<file path="src/rtl/rda_pipe_addsub.sv">
// Pipelined ripple-carry adder/subtractor: WIDTH bits split into STAGES chunks, one chunk per stage,
// with valid/ready flow control, bubble collapsing, a sideband tag, carry-out and signed overflow.
module rda_pipe_addsub #(
  parameter int WIDTH  = 32,
  parameter int STAGES = 4,
  parameter int TAG_W  = 8
) (
  input  logic             clk,
  input  logic             rst,
  input  logic             in_valid,
  output logic             in_ready,
  input  logic [WIDTH-1:0] a,
  input  logic [WIDTH-1:0] b,
  input  logic             sub,
  input  logic [TAG_W-1:0] tag_in,
  output logic             out_valid,
  input  logic             out_ready,
  output logic [WIDTH-1:0] sum,
  output logic             cout,
  output logic             ovf,
  output logic [TAG_W-1:0] tag_out
);

  localparam int C = WIDTH / STAGES;

  if (WIDTH % STAGES != 0) begin : gen_width_check
    $error("rda_pipe_addsub: WIDTH must be a multiple of STAGES");
  end

  logic [STAGES-1:0] v_vec;
  logic [STAGES-1:0] stage_rdy;
  logic [WIDTH-1:0]  stage_acc [STAGES];
  logic [WIDTH-1:0]  stage_bp  [STAGES];
  logic              stage_c   [STAGES];
  logic [TAG_W-1:0]  stage_tag [STAGES];

  logic              up_v     [STAGES];
  logic [WIDTH-1:0]  up_acc   [STAGES];
  logic [WIDTH-1:0]  up_bp    [STAGES];
  logic              up_c     [STAGES];
  logic [TAG_W-1:0]  up_tag   [STAGES];
  logic [C:0]        chunk    [STAGES];
  logic [WIDTH-1:0]  acc_next [STAGES];

  assign in_ready = stage_rdy[0];

  genvar gi;
  generate
    for (gi = 0; gi < STAGES; gi++) begin : gen_stage
      localparam int LO  = gi * C;
      localparam int REM = WIDTH - (gi + 1) * C;
      localparam logic [WIDTH-1:0] CHUNK_MASK = ({WIDTH{1'b1}} >> (WIDTH - C)) << LO;

      logic             v_reg;
      logic [WIDTH-1:0] acc_reg;
      logic             carry_reg;
      logic [TAG_W-1:0] tag_reg;

      if (gi == 0) begin : gen_head
        assign up_v[gi]   = in_valid;
        assign up_acc[gi] = a;
        assign up_bp[gi]  = sub ? ~b : b;
        assign up_c[gi]   = sub;
        assign up_tag[gi] = tag_in;
      end else begin : gen_link
        assign up_v[gi]   = v_vec[gi-1];
        assign up_acc[gi] = stage_acc[gi-1];
        assign up_bp[gi]  = stage_bp[gi-1];
        assign up_c[gi]   = stage_c[gi-1];
        assign up_tag[gi] = stage_tag[gi-1];
      end

      // Unrolled form of rdy_k = !v_k | rdy_(k+1): ready unless this stage and everything below is full.
      assign stage_rdy[gi] = out_ready || !(&v_vec[STAGES-1:gi]);

      assign chunk[gi]    = {1'b0, up_acc[gi][LO +: C]} + {1'b0, up_bp[gi][LO +: C]}
                          + {{C{1'b0}}, up_c[gi]};
      assign acc_next[gi] = (up_acc[gi] & ~CHUNK_MASK) | (WIDTH'(chunk[gi][C-1:0]) << LO);

      // Data only moves with a valid transaction so the outputs hold while idle.
      always_ff @(posedge clk or negedge rst) begin
        if (!rst) begin
          v_reg     <= 1'b0;
          acc_reg   <= '0;
          carry_reg <= 1'b0;
          tag_reg   <= '0;
        end else if (stage_rdy[gi]) begin
          v_reg <= up_v[gi];
          if (up_v[gi]) begin
            acc_reg   <= acc_next[gi];
            carry_reg <= chunk[gi][C];
            tag_reg   <= up_tag[gi];
          end
        end
      end

      assign v_vec[gi]     = v_reg;
      assign stage_acc[gi] = acc_reg;
      assign stage_c[gi]   = carry_reg;
      assign stage_tag[gi] = tag_reg;

      if (REM > 0) begin : gen_bp
        logic [REM-1:0] bp_reg;
        always_ff @(posedge clk or negedge rst) begin
          if (!rst) begin
            bp_reg <= '0;
          end else if (stage_rdy[gi] && up_v[gi]) begin
            bp_reg <= up_bp[gi][WIDTH-1 -: REM];
          end
        end
        assign stage_bp[gi] = {bp_reg, {(WIDTH-REM){1'b0}}};
      end else begin : gen_no_bp
        assign stage_bp[gi] = '0;
      end

      if (gi == STAGES - 1) begin : gen_tail
        logic msb_cin;
        logic ovf_reg;
        // Carry into the MSB recovered from the MSB sum bit and its operands.
        assign msb_cin = up_acc[gi][WIDTH-1] ^ up_bp[gi][WIDTH-1] ^ chunk[gi][C-1];
        always_ff @(posedge clk or negedge rst) begin
          if (!rst) begin
            ovf_reg <= 1'b0;
          end else if (stage_rdy[gi] && up_v[gi]) begin
            ovf_reg <= msb_cin ^ chunk[gi][C];
          end
        end
        assign ovf = ovf_reg;
      end
    end
  endgenerate

  assign out_valid = v_vec[STAGES-1];
  assign sum       = stage_acc[STAGES-1];
  assign cout      = stage_c[STAGES-1];
  assign tag_out   = stage_tag[STAGES-1];

endmodule

</file>
<file path="config.mk">
export PLATFORM = sky130hd
export DESIGN_NAME = rda_pipe_addsub
export DESIGN_NICKNAME = d
export VERILOG_FILES = /design/src/rtl/rda_pipe_addsub.sv
export SDC_FILE = /design/constraint.sdc
export NUM_CORES = 1
export LEC_CHECK = 0
export CAP_MARGIN = 20
export CORE_MARGIN = 5
export CORE_UTILIZATION = 50
export DETAILED_ROUTE_END_ITERATION = 8
export GPL_TIMING_DRIVEN = 0
export PLACE_DENSITY = 0.76
export SYNTH_ARGS = -nofsm -noshare
export SYNTH_HDL_FRONTEND = slang
export SYNTH_SLANG_ARGS = --single-unit
</file>
<file path="constraint.sdc">
create_clock -name clk -period 2.5 [get_ports clk]
set_clock_uncertainty 0.2 [all_clocks]
set_input_delay 0.5 -clock clk [delete_from_list [all_inputs] [get_ports clk]]
set_output_delay 0.5 -clock clk [all_outputs]
set_load 0.005 [all_outputs]
</file>
==> results of run 1 <==
-- cell type report --
class / count / area, sq um
fill: 1435 / 6808
sequential: 217 / 5430
multi-input combinational: 447 / 3817
timing repair buffer: 123 / 1247
clock buffer: 32 / 649.4
tap: 234 / 292.8
clock inverter: 9 / 148.9
buffer: 30 / 148.9
inverter: 10 / 37.54
-- layer usage --
metal	wire (microns)	vias to the layer above	part of all wire, %
met5	0	-	0
met4	255	0	1.4
met3	795	25	4.5
met2	8734	95	49
met1	7941	2794	45
li1	-	2740	-
-- power breakdown --
part           internal, mW  switching [mW]
clock network          2.22            1.32
registers              4.72           0.653
logic                  2.11            1.59
-- Yosys cell counts --
cell / instances
dfrtp_1: 217
mux2_1: 158
nand2_1: 60
o21ai_1: 57
xnor2_1: 38
ha_1: 28
buf_2: 18
xor2_1: 18
a21oi_1: 16
nor2_1: 11
clkbuf_1: 9
inv_1: 9
a21o_1: 8
fa_1: 7
nand2b_1: 6
nand3_1: 5
nor3_1: 5
o21bai_1: 5
nor2b_1: 4
o21ai_0: 3
a31oi_1: 2
a211oi_2: 1
a31o_2: 1
a31oi_2: 1
a41oi_1: 1
and4b_1: 1
buf_1: 1
buf_4: 1
buf_6: 1
inv_2: 1
mux2_2: 1
mux2_4: 1
mux2i_1: 1
nand2_2: 1
nand4_1: 1
o21ai_2: 1
o21ba_2: 1
o311ai_1: 1
o31ai_1: 1
or2_1: 1
or4_1: 1
-- logic make-up after synthesis --
family                   count (synthesis)
flip-flops                             217
XOR/XNOR                                56
multiplexers                           161
adder cells (fa/ha/maj)                 35
AO/OA/AOI/OAI                           99
buffers and inverters                   40
AND/OR/NAND/NOR                         96
-- worst register-to-register path, delay by kind of cell (launching register included) --
family          cells  cell delay [ps]
flops               1              410
compound gates      5              670
fa+ha+maj           2              830
xor+xnor            1              160
-- worst paths after layout --
check / to / cells past startpoint / slack, ps
min: gen_stage[0].gen_bp.bp_reg[5] / 3 / 110
max reg2reg: gen_stage[1].acc_reg[14] / 8 / 110
max in group asynchronous: gen_stage[1].tag_reg[3] / 3 / 650
min in group asynchronous: gen_stage[0].acc_reg[18] / 2 / 470
min reg2reg: gen_stage[2].acc_reg[22] / 2 / 280
max: in_ready / 5 / 100
-- metrics by stage --
step | setup slack, ps | utilization [%]
finish | 98.88 | 63.36
floorplan | 45.57 | -
CTS | 15.81 | 63.30
global route | -9.622 | 63.36
global placement | -8261 | 58.56
detailed placement | -368.3 | 58.73
-- timing repair --
item,CTS,global route
pin swaps,2,4
setup endpoints to repair,6,5
hold endpoints to repair,121,0
setup buffers,2,0
hold buffers,1,0
gates resized for setup,9,4
==> impl_metrics.yaml, run 1 <==
placed_design:
  portBuffers: 119
  gp_congestion: 0.8374
  placedInstanceArea_sq_mm: 0.01091
  place_inst: 1058
  hpwl_mm: 12.98
global_route:
  use_met2_pct: 29.33
  use_met3_pct: 3.115
  track_usage_pct: 16.84
  antenna_found_initial: 0
  grt_overflow: 0
  grt_first_pass_wirelength_mm: 30.19
  busiest_layer: "met2"
  grt_pass1_vias: 5978
  grt_max_degree: 123
  use_met1_pct: 22.25
routing:
  viasPerCell: 5.131
  post_drt_wl_per_cell_microns: 16.09
  routed_wl_mm: 17.73
  ant_nets: 0
  first_pass_iters: 4
  first_iter_violations: 203
  num_vias: 5654
  drcViolationCount: 0
synth:
  post_synth.cell_area_avg_sq_um: 13.34
  synth_top_family_by_area: "multiplexers"
  yosys_warnings: 0
  synth_area_leader_cell: "dfrtp_1"
  synth_xor_area_share_pct: 5.221
  yosysSeqAreaShare_pct: 57.81
  yosysTopAreaCellShare_pct: 57.81
  ys_ff_latch: 217
  yosys.area_share.adder_pct: 5.221
  netlist_instances: 704
  syn_area_sq_mm: 0.009394
  synth-simple-area-share_pct: 4.422
  syn_nets: 816
  yosysUniqueCellTypes: 41
  synth_compound_area_share_pct: 6.047
  synth_area_leaders: "dfrtp_1 (58%), mux2_1 (19%), ha_1 (3.7%), xnor2_1 (3.5%), o21ai_1 (3.0%)"
  synth.mux.area_fraction_pct: 19.33
timing:
  tightest_slew_ps: 904.6
  fin_tns_setup_ps: 0
  finalHoldViolations: 0
  fmax_mhz: 416.5
  max-slew-margin-rel_pct: 39.69
  period_needed_ps: 2401
  holdWs_ps: 107.1
  drv_slew: 0
  rsz0062_at_grt: "true"
  finalSetupViolCount: 0
  period_share_pct: 96.04
worst_hold_path:
  hold_start: "sub"
  worstHoldPathType: "primary input to flop"
worst_setup_path:
  cp.required_ps: 1800
  slowest_stage: "clkdlybuf4s50_1"
  crit_chain: "clkdlybuf4s50_1 > nand2b_2 > nor2_2 > nand3_2 > dlygate4sd2_1"
  critPathKind: "primary input to output port"
  setup.worst_path.start_class: "primary input"
  critPathMaxStageDelay_ps: 390
  cp-startpoint: "out_ready"
  crit_fanout: 4
  r2r_start: "gen_stage[0].acc_reg[8]"
  cp.arrival_ps: 1700
  path_delay_family: "buffers and inverters"
  cp_num_buf_inv: 2
  endpoint_kind: "output port"
finish:
  finalNonFillerCells: 1102
  n_antenna_cell: 0
  synthToLayoutAreaGrowth_pct: 25.32
  final_cell_mix: "dfrtp_1 (217), mux2_1 (158), clkdlybuf4s50_1 (117)"
  drive_gt1_share_pct: 9.332
  final_common_cell: "dfrtp_1"
  final_nets: 964
  fin_area_sq_mm: 0.01177
  largest_reg_flops: 96
clocking:
  clock_sinks: 217
  cts_buffers: 23
  path_clk_slew_ps: 60
  clkLatencyLatePin_ps: 500
  htreeDepth: 1
  cts_tree: "done"
  cts_root_buf: "clkbuf_16"
  clock_path_buffers: 3
floorplan:
  num_rows: 50
  die-area_sq_mm: 0.02163
  coreArea_sq_mm: 0.01858
  io_pins: 121
  die_x_microns: 147.1
  die_h_microns: 147.1
  initial_core_util_pct: 50.56
power:
  leakage_nw: 5.148
  power_mw: 12.62
  peakVddDrop_v: 0.0004678
  power_density_mw_per_mm2: 1072
run:
  maxCapViolCount: 0
outcome:
  outcome: "complete, no violations"
Power figures use the tool's default switching activity.
==> run 2, diff against run 1 <==
--- a/config.mk
+++ b/config.mk
@@ -5,6 +5,7 @@
 export SDC_FILE = /design/constraint.sdc
 export NUM_CORES = 1
 export LEC_CHECK = 0
+export ABC_AREA = 0
 export CAP_MARGIN = 20
 export CORE_MARGIN = 5
 export CORE_UTILIZATION = 50
==> results of run 2 <==
Same layout as run 1: the final DEF is identical, and so are final timing and power.
==> run 3, diff against run 2 <==
--- a/config.mk
+++ b/config.mk
@@ -8,10 +8,10 @@
 export ABC_AREA = 0
 export CAP_MARGIN = 20
 export CORE_MARGIN = 5
-export CORE_UTILIZATION = 50
+export CORE_UTILIZATION = 51
 export DETAILED_ROUTE_END_ITERATION = 8
-export GPL_TIMING_DRIVEN = 0
-export PLACE_DENSITY = 0.76
+export MAX_ROUTING_LAYER = met4
+export PLACE_DENSITY = 0.75
 export SYNTH_ARGS = -nofsm -noshare
 export SYNTH_HDL_FRONTEND = slang
 export SYNTH_SLANG_ARGS = --single-unit
==> constraint.sdc (replaced) <==
create_clock -name clk -period 3.05 [get_ports clk]
set_clock_uncertainty 0.2 [all_clocks]
set_input_delay 0.61 -clock clk [delete_from_list [all_inputs] [get_ports clk]]
set_output_delay 0.61 -clock clk [all_outputs]
set_load 0.005 [all_outputs]
==> impl_metrics.yaml, run 3 (synthesis gave the netlist of run 1 again) <==
global_route:
  track_usage_pct: 17.80
  antenna_found_initial: 1
  grt_overflow: 0
  grt_pass1_vias: 6286
  grt_first_pass_wirelength_mm: 31.01
  grt_max_degree: 92
placed_design:
  placedInstanceArea_sq_mm: 0.01094
  gp_congestion: 0.8943
  place_inst: 1038
  portBuffers: 120
  hpwl_mm: 12.78
clocking:
  cts_root_buf: "clkbuf_16"
  clock_path_buffers: 3
  cts_buffers: 23
  cts_tree: "done"
  cts-resized-gates: 0
  clkLatencyLatePin_ps: 480
  path_clk_slew_ps: 60
  htreeDepth: 1
  clock_sinks: 217
finish:
  nFillCells: 1353
  seqCellArea_sq_mm: 0.005430
  drive_gt1_share_pct: 7.756
  final_cell_mix: "dfrtp_1 (217), mux2_1 (158), clkdlybuf4s50_1 (118)"
  multi_input_area_sq_mm: 0.003792
  final_nets: 947
  final_common_cell: "dfrtp_1"
  largest_reg_flops: 96
  finalNonFillerCells: 1081
  synthToLayoutAreaGrowth_pct: 24.72
  fin_area_sq_mm: 0.01172
routing:
  viasPerCell: 5.187
  num_vias: 5607
  first_pass_iters: 4
  first_iter_violations: 318
  post_drt_wl_per_cell_microns: 16.45
  ant_nets: 0
  routed_wl_mm: 17.78
  drcViolationCount: 0
worst_setup_path:
  cp.required_ps: 2240
  setup.worst_path.start_class: "primary input"
  cp.arrival_ps: 2070
  crit_fanout: 4
  critical_path.endpoint: "in_ready"
  cp-startpoint: "out_ready"
  r2r_end: "gen_stage[1].acc_reg[14]"
  r2r_start: "gen_stage[0].acc_reg[8]"
  r2r_cells: 8
  r2r_setup_slack_ps: 400
  critPathKind: "primary input to output port"
  endpoint_kind: "output port"
timing:
  fin_tns_setup_ps: 0
  period_needed_ps: 2884
  tightest_slew_ps: 685.0
  period_share_pct: 94.56
  max-slew-margin-rel_pct: 54.33
  rsz0062_at_grt: "false"
  fmax_mhz: 346.7
  finalSetupViolCount: 0
  finalHoldViolations: 0
  drv_slew: 0
floorplan:
  die_h_microns: 145.7
  die_x_microns: 145.7
  die-area_sq_mm: 0.02123
  coreArea_sq_mm: 0.01802
  num_rows: 49
  io_pins: 121
  initial_core_util_pct: 52.12
power:
  power_mw: 10.21
  power_density_mw_per_mm2: 871.5
  leakage_nw: 5.129
  peakVddDrop_v: 0.0007151
run:
  maxCapViolCount: 0
worst_hold_path:
  worstHoldPathType: "flop to flop"
outcome:
  outcome: "complete, no violations"
## run 3: final cells by class
cell class | instances | share of cell area (%)
inverter | 10 | 0.3204
sequential | 217 | 46.35
antenna | 1 | 0.02136
clock inverter | 9 | 0.9291
timing repair buffer | 136 | 11.94
clock buffer | 32 | 5.628
multi-input combinational | 447 | 32.37
tap | 229 | 2.446
## run 3: critical path: stages
cell and delay, ps:
clkdlybuf4s50_1 420, nand2b_1 210, nor2_1 160, nand3_1 180, clkdlybuf4s50_1 490
## run 3: how the worst min path moves through the flow
stage                                        start                              to  depth (start not counted)  slack [ps]
floorplan                                      rst                            cout                          0         110
global placement           gen_stage[0].acc_reg[7]         gen_stage[0].acc_reg[7]                          2         260
detailed placement  gen_stage[0].gen_bp.bp_reg[17]  gen_stage[0].gen_bp.bp_reg[17]                          2         270
CTS                 gen_stage[0].gen_bp.bp_reg[17]  gen_stage[0].gen_bp.bp_reg[17]                          2         280
global route               gen_stage[1].tag_reg[3]         gen_stage[1].tag_reg[3]                          1         300
finish              gen_stage[0].gen_bp.bp_reg[17]  gen_stage[0].gen_bp.bp_reg[17]                          2         270
## run 3: timing repair
action                    in CTS  in global routing
hold endpoints to repair      87                  0
hold buffers                   1                  0
setup buffers                  0                  0
## run 3: routing by layer
layer | wire length (microns) | track usage [%] | share of wire, % | up-vias
met3 | 935 | 3.426 | 5.3 | 18
met2 | 9233 | 31.11 | 52 | 109
met1 | 7373 | 21.72 | 41 | 2773
met4 | 238 | 3.451 | 1.3 | 0
met5 | 0 | - | 0 | -
li1 | - | - | - | 2707
## run 3: where the power goes
part           total (mW)  leakage (nW)  internal [mW]  switching, mW
Combinational        3.04          2.15           1.72           1.32
Clock                2.75         0.379           1.68           1.07
Sequential           4.42          2.60           3.87          0.551
Total                10.2          5.13           7.27           2.94
## run 3: metrics by stage
step	setup WS [ps]	hold slack, ps	util [%]
6_report	165.9	274.2	65.00
3_3_place_gp	149.5	258.3	60.67
5_1_grt	40.43	300.2	65.00
2_1_floorplan	427.9	114.4	-
4_1_cts	160.2	282.7	64.99
3_5_place_dp	115.3	269.1	60.67
